<file path="src/rtl/multiplier_32bit.sv">
// -----------------------------------------------------------------------------
// multiplier_32bit
// Sequential shift-add multiplier, WIDTH x WIDTH -> 2*WIDTH bits, one
// partial-product step per clock. There is no start strobe: a new product
// begins whenever in0/in1 differ from the last captured pair, and on the first
// edge after reset. done rises WIDTH edges after the capture edge. An operand
// change at any point abandons the running product and starts over.
//
// Optional build macro:
//   MULT_SIGNED_EN  operands are two's complement and result is the signed
//                   product. Latency and handshake are unchanged.
//
// Ports:
//   clk     rising-edge clock
//   rst     asynchronous reset, active-low
//   in0     multiplicand (WIDTH)
//   in1     multiplier   (WIDTH)
//   done    high while result holds the product of the applied in0/in1
//   result  last completed product (2*WIDTH)
// -----------------------------------------------------------------------------
module multiplier_32bit #(
   parameter int WIDTH = 32
) (
   input  logic               clk,
   input  logic               rst,
   input  logic [WIDTH-1:0]   in0,
   input  logic [WIDTH-1:0]   in1,
   output logic               done,
   output logic [2*WIDTH-1:0] result
);

   localparam int CW = $clog2(WIDTH + 1);

   typedef enum logic [1:0] {IDLE, BUSY, DONE} state_t;

   state_t             state;
   logic               vld;
   logic [CW-1:0]      cnt;
   logic [WIDTH-1:0]   cap_a;
   logic [WIDTH-1:0]   cap_b;
   logic [2*WIDTH-1:0] acc;
   logic [2*WIDTH-1:0] mcand;
   logic [WIDTH-1:0]   mplier;

   logic               start;
   logic               last;
   logic [2*WIDTH-1:0] acc_next;

   // Widen the multiplicand to the accumulator width.
   function automatic logic [2*WIDTH-1:0] ext_mcand(input logic [WIDTH-1:0] a);
`ifdef MULT_SIGNED_EN
      return {{WIDTH{a[WIDTH-1]}}, a};
`else
      return {{WIDTH{1'b0}}, a};
`endif
   endfunction

`ifdef MULT_SIGNED_EN
   // The multiplier's MSB carries weight -2^(WIDTH-1), so the last step
   // subtracts the shifted multiplicand instead of adding it.
   function automatic logic [2*WIDTH-1:0] acc_step(input logic [2*WIDTH-1:0] a,
                                                   input logic [2*WIDTH-1:0] m,
                                                   input logic               b,
                                                   input logic               fin);
      if (b && fin) return a - m;
      if (b)        return a + m;
      return a;
   endfunction
`else
   function automatic logic [2*WIDTH-1:0] acc_step(input logic [2*WIDTH-1:0] a,
                                                   input logic [2*WIDTH-1:0] m,
                                                   input logic               b);
      if (b) return a + m;
      return a;
   endfunction
`endif

   assign start = !vld || (in0 != cap_a) || (in1 != cap_b);
   assign last  = (state == BUSY) && (cnt == CW'(WIDTH - 1));

`ifdef MULT_SIGNED_EN
   assign acc_next = acc_step(acc, mcand, mplier[0], last);
`else
   assign acc_next = acc_step(acc, mcand, mplier[0]);
`endif

   // Control: state, handshake, counter and the visible result.
   // A start always wins over completion, so a change on the final edge
   // never exposes the abandoned product.
   always_ff @(posedge clk or negedge rst) begin
      if (!rst) begin
         state  <= IDLE;
         vld    <= 1'b0;
         cnt    <= '0;
         done   <= 1'b0;
         result <= '0;
      end else if (start) begin
         state <= BUSY;
         vld   <= 1'b1;
         cnt   <= '0;
         done  <= 1'b0;
      end else begin
         case (state)
            BUSY: begin
               cnt <= cnt + 1'b1;
               if (last) begin
                  result <= acc_next;
                  done   <= 1'b1;
                  state  <= DONE;
               end
            end
            default: ;
         endcase
      end
   end

   // Datapath: captured operands and shift-add registers. Their contents are
   // only meaningful once vld is set, so they carry no reset.
   always_ff @(posedge clk) begin
      if (start) begin
         cap_a  <= in0;
         cap_b  <= in1;
         acc    <= '0;
         mcand  <= ext_mcand(in0);
         mplier <= in1;
      end else if (state == BUSY) begin
         acc    <= acc_next;
         mcand  <= mcand << 1;
         mplier <= mplier >> 1;
      end
   end

endmodule

</file>
<file path="config.mk">
export PLATFORM = sky130hd
export DESIGN_NAME = multiplier_32bit
export DESIGN_NICKNAME = d
export VERILOG_FILES = /design/src/rtl/multiplier_32bit.sv
export SDC_FILE = /design/constraint.sdc
export NUM_CORES = 1
export LEC_CHECK = 0
export CAP_MARGIN = 25
export CORE_UTILIZATION = 25
export DETAILED_ROUTE_END_ITERATION = 10
export RECOVER_POWER = 100
export REMOVE_ABC_BUFFERS = 1
export SLEW_MARGIN = 15
export SYNTH_ARGS = -nofsm -noshare
export SYNTH_HDL_FRONTEND = slang
export SYNTH_SLANG_ARGS = --single-unit
export TNS_END_PERCENT = 30
</file>
<file path="constraint.sdc">
create_clock -name clk -period 6.8 [get_ports clk]
set_clock_uncertainty 0.15 [all_clocks]
set_input_delay 1.36 -clock clk [delete_from_list [all_inputs] [get_ports clk]]
set_output_delay 1.36 -clock clk [all_outputs]
set_load 0.02 [all_outputs]
</file>
* Word-level counts from Yosys, hierarchy flattened
Cells that the tools add are included.
** Cells by class
- Order comparisons :: 0
- Multipliers :: 0
- Shifts and indexed selects :: 0
- Divide/modulo/power cells :: 0
- Eq/ne operators :: 4
- Reduce and logical (&&, ||, !) cells :: 8
- Bitwise gates (word level) :: 1
- Mux-type cells :: 15
- $add $sub $neg :: 2
** Operators by type and width (count)
- $mux 32 :: 4
- $mux 64 :: 2
- $add 64x64->64 :: 1
- $ne 32x32->1 :: 2
- $mux 6 :: 2
- $add 6x1->6 const B :: 1
- $eq 6x5->1 const B :: 1
- $mux 2 :: 3
- $mux 1 :: 4
- $reduce_bool 2->1 :: 2
- $reduce_and 3->1 :: 1
- $eq 2x1->1 const B :: 1
- $logic_or 1x1->1 :: 2
- $reduce_and 2->1 :: 1
- $logic_and 1x1->1 :: 1
- $logic_not 1->1 :: 1
- $not 1->1 :: 1
** Word-level totals
- Register bits :: 298
- Memories :: 0
- Bits in latches :: 0
- Bits of input ports :: 66
- Bits in read-only memories :: 0
- Word-level logic and storage cells :: 41
- Bits in writable memories :: 0
- Output and inout port bits :: 65

* Longest topological paths before layout
Gate-level depths: netlist of the first run.
- Depth after elaboration :: 5
- Depth in mapped cells :: 14
- Mapped depth without buffers :: 13

* Least setup slack after synthesis of the first run
No wires, ideal clock.
- Path type :: input-to-reg
- From :: input in1[14]
- To :: register mcand[0] (enable)
- Required time :: 5.955 ns
- Setup slack :: 1.717 ns
- Arrival time :: 4.238 ns
- Cell stages on the path :: 10
- Buffers on the path :: 2
- Setup time :: 0.695 ns
- Cell sequence :: inv_1 > nor2_1 > nor3_1 > nand4_1 > nor4_1 > nand4_1 > or4_1 > clkbuf_1 > clkbuf_1 > nand2b_1
** Between the ends
- Word-level cells in the longest chain between the ends :: 3
** Ends and longest elaborated chain
- from (decl) :: RTL line 27 : input logic [WIDTH-1:0] in1,
- $ne 32x32->1 :: RTL line 78 : assign start = !vld || (in0 != cap_a) || (in1 != cap_b);
- $logic_or 1x1->1 :: RTL line 78
- $reduce_bool 2->1 (no source line)
- to (signal assigned) :: RTL line 124 : mcand <= ext_mcand(in0);
- to (signal assigned) :: RTL line 128 : mcand <= mcand << 1;
- to (decl) :: RTL line 42 : logic [2*WIDTH-1:0] mcand;
Every way passes these cells.
A chain may end at the register's enable or synchronous reset.

* Worst setup path in the final report of the first run
- From :: input in0[29]
- To :: register mcand[24] (data pin)
** Between the ends
- Word-level cells in the longest chain between the ends :: 4
** Ends and longest elaborated chain
- from (decl) :: RTL line 26 : input logic [WIDTH-1:0] in0,
- $ne 32x32->1 :: RTL line 78
- $logic_or 1x1->1 (2 in a row) :: RTL line 78
- $mux 32 :: RTL line 120 : if (start) begin
Every way passes these cells.

==> qor.txt, run 1 <==
Remaining Overflow, GRT -> 0
headroom to the max-slew limit -> -124.5%
main combinational cell family by area after synthesis -> compound AO/OA/AOI/OAI gates
# Post-CTS Setup Buffers -> 0
die height -> 255.1 um
Syn Area/Cell -> 9.816 um2
hold path depth -> 2
Post-route DRC -> 0
worst-path fanout max -> 72
fin crit period -> 5.636 ns
total power -> 4.061 mW
outcome -> finished with violations
Crit path arrival time -> 5.77 ns
element type at the critical path start -> input pin
RR Startpoint -> cap_b[1]
max cap viols -> 5
Layout area overhead -> 20.47%
clock buffer count from CTS -> 35
# port buffers -> 130
pwr/cell area -> 210.6 nW/um2
Reg clk slew, reported paths -> 0.06 ns
Post-Layout Cell Count -> 2596
mux contribution to synthesized area -> 7.862%
Required @ worst endpoint -> 6.93 ns
clk sinks -> 297
biggest area consumer among synthesized cells -> edfxtp_1
R2R setup slack -> 2.38 ns
Post-synth top flop -> edfxtp_1
first-pass GRT wire length -> 71130 um
CTS H-tree lvls -> 2
cells after synthesis -> 1631
clk_lat worst skew -> 0.54 ns
Yosys cell types -> 75
overall routing resource usage -> 14.06%
flops & latches, synth -> 297
Post-Synth XOR/XNOR Area -> 6.127%
register area share after synthesis -> 47.42%
FMAX -> 177.4 MHz
Root Buffer -> clkbuf_16
Starting Density -> 25.33%
post-CTS sizing -> 0
synth top area cells -> edfxtp_1 24%, dfxtp_1 12%, dfrtp_1 11%
worst r2r path cells -> 8
Via Count -> 12460
vias in the first global route -> 12280
pin count of the biggest net entering global routing -> 79
area share of and/or/nand/nor cells after synthesis -> 14.83%
final WL -> 45670 um
asr flop ratio synth -> 24.58%
failing checks -> capacitance limit, slew limit
Die Width -> 255.1 um
Antenna Nets Post-Route -> 0
Hold Path Sink -> mcand[40]
Reg area -> 7592 um2
DP Wirelength -> 33530 um
Reg-to-Reg End -> mcand[24]
initial DRC count -> 713
Synth Area in Compound Gates -> 15.86%
Post-CTS Hold Fix Bufs -> 0
Synth Cell Area -> 16010 um2
RSZ-0062 raised after global routing -> no
Vias per Instance -> 4.799
RePlAce Congestion -> 0.8456
EDFF count, synth -> 128
multi-input logic area -> 7990 um2
maximum clock insertion buffer count -> 3
crit path capture type -> register
Period Utilization, post-route -> 82.88%
Die Area -> 65060 um2
Slew @ Worst Pin -> 3.368 ns
final hold vios -> 0
Adder-Cell Fraction of Synth Area -> 5.127%
share of cells above drive strength 1 -> 8.691%
num ports -> 131
Synthesis Warnings -> 0
Critical Setup Path Class -> in -> reg
FP Rows -> 92
final net count -> 1855
leakage -> 7.968 nW
fillcell total -> 6528
drt wl/cell -> 17.59 um
DR pass1 iterations -> 5
Post-Place Cells -> 2532
Hold Path Origin -> mcand[39]
CTS tree -> built
Final setup viols -> 0
Synth top area share -> 24.01%
VDD IR max -> 0.0001568 V
max-slew violation count -> 248
initial antenna violation count -> 5
Core Area -> 63200 um2
most frequent cells in the layout -> 263 x nand2_1, 170 x a21oi_1, 129 x dlygate4sd3_1
Final Hold Slack -> 0.3229 ns
most common cell after layout, fill and taps aside -> nand2_1
type of the most critical hold path -> reg -> reg
metal layers:
layer | track usage, % | wire, um
met5 | 0 | 17
met4 | 4.414 | 1103
met3 | 3.081 | 2750
met2 | 21.97 | 20380
met1 | 19.20 | 21420
per-stage QoR:
stage	worst slack, ns	setup TNS, ns	utilization [%]	cell area [um2]
3_5_place_dp	1.323	0	28.69	18130
3_3_place_gp	1.312	0	28.69	18130
2_1_floorplan	-0.3606	-23.08	-	15650
5_1_grt	0.9487	0	30.52	19290
6_report	1.164	0	30.52	19290
4_1_cts	1.885	0	30.51	19280
Yosys cell counts, types with 43 or more instances:
master / number
a21o_1: 53
a21oi_1: 170
clkbuf_1: 68
dfrtp_1: 73
dfxtp_1: 96
edfxtp_1: 128
ha_1: 64
mux2_2: 62
mux2i_1: 56
nand2_1: 263
nor2_1: 85
o21ai_1: 43
xnor2_1: 53
xor2_1: 59
worst max-delay path, cell delays in order:
cell and delay (ns):
dlygate4sd3_1 0.66, nor2b_1 0.21, a2111oi_0 0.50, nand4_1 0.16
nor4_1 0.33, nand4_1 0.12, or4_2 0.69, clkbuf_2 0.99
mux2_2 0.66
registers in the layout (all words and copies together) (netlist names):
name,count
cap_b,32
mcand,64
acc,64
cnt,6
state,2
result,64
vld,1
mplier,32
cap_a,32
cell families after synthesis:
kind of cell | count (synthesis)
AO/OA/AOI/OAI | 406
other | 1
XOR/XNOR | 112
flip-flops | 297
adder cells (fa/ha/maj) | 65
multiplexers | 118
AND/OR/NAND/NOR | 522
buffers and inverters | 110
report_power, final:
| group | switching, mW | total [mW] | internal, mW | leakage, nW |
|---|---|---|---|---|
| registers | 0.0224 | 1.93 | 1.91 | 3.14 |
| clock network | 0.769 | 1.90 | 1.13 | 0.572 |
| logic | 0.141 | 0.234 | 0.0932 | 4.25 |
layout make-up:
type	count	area share, %
diodes	1	0.01297
clock buffers	42	4.995
clock inverters	20	0.9861
inverters	22	0.4282
multi-input cells	1224	41.43
flip-flops and latches	297	39.36
well taps	846	5.488
repair buffers	144	7.298
how the worst max path moves through the flow:
| stage | to | start | slack [ns] |
|---|---|---|---|
| global route | mplier[2] | in0[29] | 0.95 |
| CTS | result[46] | in0[29] | 1.89 |
| global placement | result[52] | in0[29] | 1.31 |
| finish | mcand[24] | in0[29] | 1.16 |
| floorplan | mcand[0] | in1[14] | -0.36 |
| detailed placement | result[52] | in0[29] | 1.32 |
(Power assumes the default switching activity.)
==> run 2, diff against run 1 <==
==> constraint.sdc (replaced) <==
create_clock -name clk -period 5.7 [get_ports clk]
set_clock_uncertainty 0.15 [all_clocks]
set_input_delay 1.14 -clock clk [delete_from_list [all_inputs] [get_ports clk]]
set_output_delay 1.14 -clock clk [all_outputs]
set_load 0.02 [all_outputs]
==> run 2 against run 1 <==
  * The run still ends with capacitance limit, slew limit left
  * Setup slack lost 0.40 ns
  * Routed wire length shrank 1.9%
  * First-iteration DRC count grew 20%
  * Design area shrank 0.22%
  * Sequential power grew 19%
  * Register-to-register slack lost 1.6 ns
  * Count of clock-buffer cells in the layout grew 4
  * Utilization shrank 0.067 points
  * Critical path depth grew 3
  * Combinational power grew 17%
  * Sequential cell count is the same
  * Largest power group unchanged
  * Highest routed layer unchanged
==> qor.txt, run 2 (synthesis results as in run 1) <==
RSZ-0062 raised after global routing -> no
Period Utilization, post-route -> 86.63%
R2R setup slack -> 0.76 ns (-1.62 ns)
Starting Density -> 25.33% (unchanged)
headroom to the max-slew limit -> -20.20% (+100 points)
maximum clock insertion buffer count -> 3 (unchanged)
Critical Setup Path Class -> reg -> reg
# port buffers -> 130 (unchanged)
Die Width -> 255.1 um (unchanged)
pin count of the biggest net entering global routing -> 86 (+8.9%)
final hold vios -> 0 (unchanged)
leakage -> 7.940 nW (-0.36%)
type of the most critical hold path -> reg -> reg
clock buffer count from CTS -> 34 (-2.9%)
Critical path origin -> mcand[8]
RR Startpoint -> mcand[8]
Post-Place Cells -> 2535 (+0.12%)
max-slew violation count -> 32 (-87%)
CTS tree -> built
Reg clk slew, reported paths -> 0.06 ns (about the same)
pwr/cell area -> 251.1 nW/um2 (+19%)
most common cell after layout, fill and taps aside -> nand2_1
Root Buffer -> clkbuf_16
Top Registers -> acc x64, mcand x64, result x64
most frequent cells in the layout -> 263 x nand2_1, 170 x a21oi_1, 129 x dlygate4sd3_1
share of cells above drive strength 1 -> 8.286% (-0.40 points)
top sig layer -> met5
final WL -> 44810 um (-1.9%)
Crit path arrival time -> 5.18 ns (-0.59 ns)
met2 wire len -> 20640 um (+1.3%)
clk sinks -> 297 (unchanged)
Antenna Nets Post-Route -> 0 (unchanged)
final net count -> 1856 (+0.054%)
Post-route DRC -> 0 (unchanged)
overall routing resource usage -> 13.71% (-0.35 points)
met1 WL -> 20960 um (-2.1%)
Die Area -> 65060 um2 (unchanged)
failing checks -> capacitance limit, slew limit
max cap viols -> 2 (-3)
# Post-CTS Setup Buffers -> 0 (unchanged)
first-pass GRT wire length -> 69470 um (-2.3%)
num ports -> 131 (unchanged)
DR pass1 iterations -> 5 (unchanged)
Final setup viols -> 0 (unchanged)
Required @ worst endpoint -> 5.94 ns (-0.99 ns)
worst r2r path cells -> 12 (+4)
fin util -> 30.45% (-0.067 points)
CTS H-tree lvls -> 2 (unchanged)
Post-Layout Cell Count -> 2601 (+0.19%)
Reg-to-Reg End -> result[61]
die height -> 255.1 um (unchanged)
post-CTS sizing -> 0 (unchanged)
FP Rows -> 92 (unchanged)
initial antenna violation count -> 11 (+6)
VDD IR max -> 0.0002092 V (+33%)
Layout area overhead -> 20.20%
DP Wirelength -> 33230 um (-0.88%)
crit path capture type -> register
Via Count -> 12440 (-0.12%)
Post-CTS Hold Fix Bufs -> 0 (unchanged)
vias in the first global route -> 12120 (-1.3%)
Vias per Instance -> 4.784 (-0.31%)
clk_lat worst skew -> 0.53 ns (about the same)
Core Area -> 63200 um2 (unchanged)
met3 WL -> 2460 um (-11%)
RePlAce Congestion -> 0.8631 (+2.1%)
initial DRC count -> 855 (+20%)
outcome -> finished with violations
Remaining Overflow, GRT -> 0 (unchanged)
worst-path fanout max -> 6 (-92%)
Slew @ Worst Pin -> 1.803 ns (-1.565 ns)
FMAX -> 202.5 MHz
crit path capture -> result[61]
element type at the critical path start -> register
fin crit period -> 4.938 ns
drt wl/cell -> 17.23 um (-2.1%)
run 2: cell types whose count changed in the layout (fill, tap and decap cells not counted), sizes merged:
cell      change
buf           +1
inv           -4
clkinvlp      +1
diode         +4
clkbuf        +5
bufinv        +1
clkinv        -3
run 2: where the power goes:
| group | internal (mW) | switching, mW | leakage [nW] |
|---|---|---|---|
| sequential | 2.27 | 0.0258 | 3.14 |
| combinational | 0.112 | 0.163 | 4.25 |
| clock | 1.35 | 0.904 | 0.551 |
run 2: final cells by class:
cell class              instances  area (um2)
fillers                      6512       43950
diodes                          5       12.51
clock inverters                15       197.7
inverters                      22       82.58
multi-input cells            1224        7956
well taps                     846        1059
repair buffers                146        1398
flip-flops and latches        297        7592
clock buffers                  46       947.2
run 2: worst max-delay path: stages (launching register included):
cell and delay (ns):
edfxtp_1 0.40, ha_1 0.42, nand4_1 0.15, nor3_1 0.41, nor2_1 0.13, o21ai_2 0.29, a31oi_2 0.25, a2111oi_0 1.19
o21bai_1 0.32, a2111oi_2 0.50, o21ai_0 0.18, a31oi_1 0.30, o21ai_0 0.11
run 2: worst min-delay path by stage:
| stage | startpoint | to | slack (ns) | depth (start not counted) |
|---|---|---|---|---|
| 2_1_floorplan | acc[41] | acc[41] | 0.30 | 2 |
| 3_3_place_gp | acc[41] | acc[41] | 0.31 | 2 |
| 3_5_place_dp | mcand[43] | mcand[44] | 0.32 | 2 |
| 4_1_cts | mcand[50] | mcand[51] | 0.32 | 2 |
| 5_1_grt | mcand[50] | mcand[51] | 0.34 | 2 |
| 6_report | mcand[61] | mcand[62] | 0.32 | 2 |
run 2: per-layer routing:
| metal | up-vias | track usage, % |
|---|---|---|
| met4 | 6 | 2.908 |
| met3 | 58 | 2.776 |
| li1 | 6068 | - |
| met2 | 294 | 22.25 |
| met5 | - | 0 |
| met1 | 6016 | 18.71 |
run 2: through the flow:
stage | power [mW] | hold slack (ns) | TNS [ns] | area (um2) | setup WS (ns)
6_report | 4.832 | 0.3198 | 0 | 19240 | 0.7619
5_1_grt | 5.003 | 0.3376 | 0 | 19230 | 0.5186
4_1_cts | 4.911 | 0.3239 | 0 | 19310 | 1.300
3_5_place_dp | 2.631 | 0.3162 | 0 | 18160 | 0.7745
3_3_place_gp | 2.626 | 0.3054 | 0 | 18160 | 0.7736
2_1_floorplan | 2.484 | 0.2985 | -79.62 | 15650 | -1.241
==> run 3, diff against run 2 <==
--- a/config.mk
+++ b/config.mk
@@ -6,8 +6,9 @@
 export NUM_CORES = 1
 export LEC_CHECK = 0
 export CAP_MARGIN = 25
-export CORE_UTILIZATION = 25
+export CORE_UTILIZATION = 57
 export DETAILED_ROUTE_END_ITERATION = 10
+export PLACE_DENSITY = 0.78
 export RECOVER_POWER = 100
 export REMOVE_ABC_BUFFERS = 1
 export SLEW_MARGIN = 15
==> run 3 against run 2 <==
  * The flow still finishes with violations (capacitance limit, slew limit)
  * Register-to-register slack lost 0.06 ns
  * Global-route usage grew 15 points
  * Critical path type unchanged
  * Die area shrank 56%
  * Routed wire length shrank 9.2%
  * Sequential power is essentially flat
  * Clock power shrank 12%
  * Sequential cell count is the same
  * Largest cell class unchanged
  * Total power shrank 5.7%
==> qor.txt, run 3 (synthesis results as in run 1) <==
drt wl/cell -> 19.19 um (+11%)
CTS H-tree lvls -> 1 (-1)
fillcell total -> 2152 (-67%)
crit path capture type -> register
RePlAce Congestion -> 0.9499 (+10%)
element type at the critical path start -> register
FP Rows -> 60 (-35%)
Post-CTS Hold Fix Bufs -> 0 (unchanged)
Hold Path Origin -> result[13]
Core Area -> 27250 um2 (-57%)
CP max stage delay -> 1.24 ns (+0.05 ns)
crit-path leading delay family -> compound AO/OA/AOI/OAI gates
Post-route DRC -> 0 (unchanged)
R2R setup slack -> 0.70 ns (-0.06 ns)
Root Buffer -> clkbuf_16
Reg power frac -> 50.5% (+2.9 points)
final WL -> 40670 um (-9.2%)
post-CTS sizing -> 0 (unchanged)
# Post-CTS Setup Buffers -> 0 (unchanged)
Sw Share -> 22.72% (+0.11 points)
Clk network pwr share -> 43.5% (-3.2 points)
Reg-to-Reg End -> result[61]
Reg area -> 7592 um2 (unchanged)
RSZ-0062 raised after global routing -> no
cell-by-cell trace of the critical path -> ha_1, nand4_1, nor3_1, nor2_1, o21ai_2, a31oi_2, a2111oi_0, o21bai_1, a2111oi_2, o21ai_0, a31oi_1, o21ai_0
final net count -> 1853 (-0.16%)
final hold vios -> 0 (unchanged)
Final setup viols -> 0 (unchanged)
Antenna Nets Post-Route -> 0 (unchanged)
Die Width -> 169.6 um (-34%)
clock buffer count from CTS -> 31 (-8.8%)
outcome -> finished with violations
initial antenna violation count -> 0 (-11)
GRT busiest layer -> met2
max cap viols -> 4 (+2)
leakage -> 7.881 nW (-0.74%)
hold path depth -> 2 (unchanged)
worst-path fanout max -> 6 (unchanged)
FMAX -> 200.1 MHz (-1.2%)
Top Registers -> acc x64, mcand x64, result x64
die height -> 169.6 um (-34%)
Final Hold Slack -> 0.3189 ns (-0.0009180 ns)
Period Utilization, post-route -> 87.66% (+1.0 points)
met1 usage -> 40.66% (+22 points)
CTS tree -> built
CP bufs+invs -> 0 (unchanged)
clk sinks -> 297 (unchanged)
vias in the first global route -> 11890 (-1.9%)
fin crit period -> 4.997 ns (+0.05845 ns)
Hold Path Sink -> result[13]
Via Count -> 12560 (+0.96%)
Vias per Instance -> 5.928 (+24%)
CP max-delay cell -> a2111oi_0
cell mode on critical path -> o21ai_0
first-pass GRT wire length -> 64730 um (-6.8%)
type of the most critical hold path -> reg -> reg
Die Area -> 28760 um2 (-56%)
num ports -> 131 (unchanged)
pin count of the biggest net entering global routing -> 79 (-8.1%)
RR Startpoint -> mcand[8]
Required @ worst endpoint -> 5.99 ns (+0.05 ns)
multi-input logic area -> 7971 um2 (+0.19%)
worst r2r path cells -> 12 (unchanged)
DP Wirelength -> 29100 um (-12%)
DR pass1 iterations -> 7 (+2)
Critical Setup Path Class -> reg -> reg
Layout area overhead -> 15.66%
clk_lat worst skew -> 0.58 ns (+0.05 ns)
most common cell after layout, fill and taps aside -> nand2_1
headroom to the max-slew limit -> -28.79% (-8.6 points)
Remaining Overflow, GRT -> 0 (unchanged)
Reg clk slew, reported paths -> 0.06 ns (about the same)
most frequent cells in the layout -> 263 x nand2_1, 170 x a21oi_1, 129 x dlygate4sd3_1
Pint -> 3.522 mW (-5.8%)
GR Util met2 -> 46.65% (+24 points)
VDD IR max -> 0.0002729 V (+30%)
Starting Density -> 58.75% (+33 points)
switching power -> 1.035 mW (-5.2%)
dpl ws -> 0.8661 ns (+0.09167 ns)
Worst Slack Setup Final -> 0.7034 ns (-0.05845 ns)
max-slew violation count -> 107 (+230%)
total power -> 4.557 mW (-5.7%)
failing checks -> capacitance limit, slew limit
# port buffers -> 130 (unchanged)
initial DRC count -> 1025 (+20%)
Crit path arrival time -> 5.29 ns (+0.11 ns)
Gate power share -> 6.1% (+0.4 points)
overall routing resource usage -> 28.55% (+15 points)
Diodes inserted -> 0 (-5)
pwr/cell area -> 246.1 nW/um2 (-2.0%)
maximum clock insertion buffer count -> 3 (unchanged)
met3 Track Usage GR -> 2.845% (+0.069 points)
share of cells above drive strength 1 -> 8.243% (-0.043 points)
Slew @ Worst Pin -> 1.932 ns (+0.1289 ns)
run 3: worst max-delay path by stage:
stage,endpoint,depth (start not counted),start,slack (ns)
final,result[61],12,mcand[8],0.70
after global routing,result[61],12,mcand[8],0.59
after CTS,result[19],11,in0[6],1.45
after detailed placement,result[16],11,in0[6],0.87
after global placement,result[43],10,in0[8],0.95
after floorplan,mcand[0],8,in1[14],-1.24
run 3: routing by layer:
metal	vias up	part of all wire (%)
li1	6074	-
met1	6017	46
met2	399	46
met3	71	5.4
met4	0	2.7
met5	-	0
run 3: worst register-to-register path, stage by stage, from the launching register on:
cell and delay, ns:
edfxtp_1 0.42, ha_1 0.45, nand4_1 0.18, nor3_1 0.47, nor2_1 0.12, o21ai_2 0.26
a31oi_2 0.24, a2111oi_0 1.24, o21bai_1 0.31, a2111oi_2 0.52, o21ai_0 0.18, a31oi_1 0.24
o21ai_0 0.10
run 3: cell type report:
cell class / instances / area share (%)
Sequential cell: 297 / 41.00
Inverter: 22 / 0.4459
Clock buffer: 42 / 4.595
Clock inverter: 16 / 0.7635
Tap cell: 372 / 2.514
Multi-Input combinational cell: 1224 / 43.05
Timing Repair Buffer: 146 / 7.635
run 3: power by group through the flow:
stage          clock [mW]  combinational (mW)  sequential (mW)
6_report             1.98               0.276             2.30
5_1_grt              2.09               0.299             2.30
4_1_cts              2.01               0.283             2.30
3_5_place_dp            0               0.281             2.34
3_3_place_gp            0               0.278             2.34
2_1_floorplan           0               0.143             2.34
run 3: per-stage QoR:
step	instance area, um2	setup TNS, ns	util [%]	std cells
2_1_floorplan	15650	-79.62	-	1543
3_3_place_gp	17550	0	64.40	2060
3_5_place_dp	17550	0	64.40	2060
4_1_cts	18540	0	68.04	2118
5_1_grt	18520	0	67.95	2119
6_report	18520	0	67.95	2119
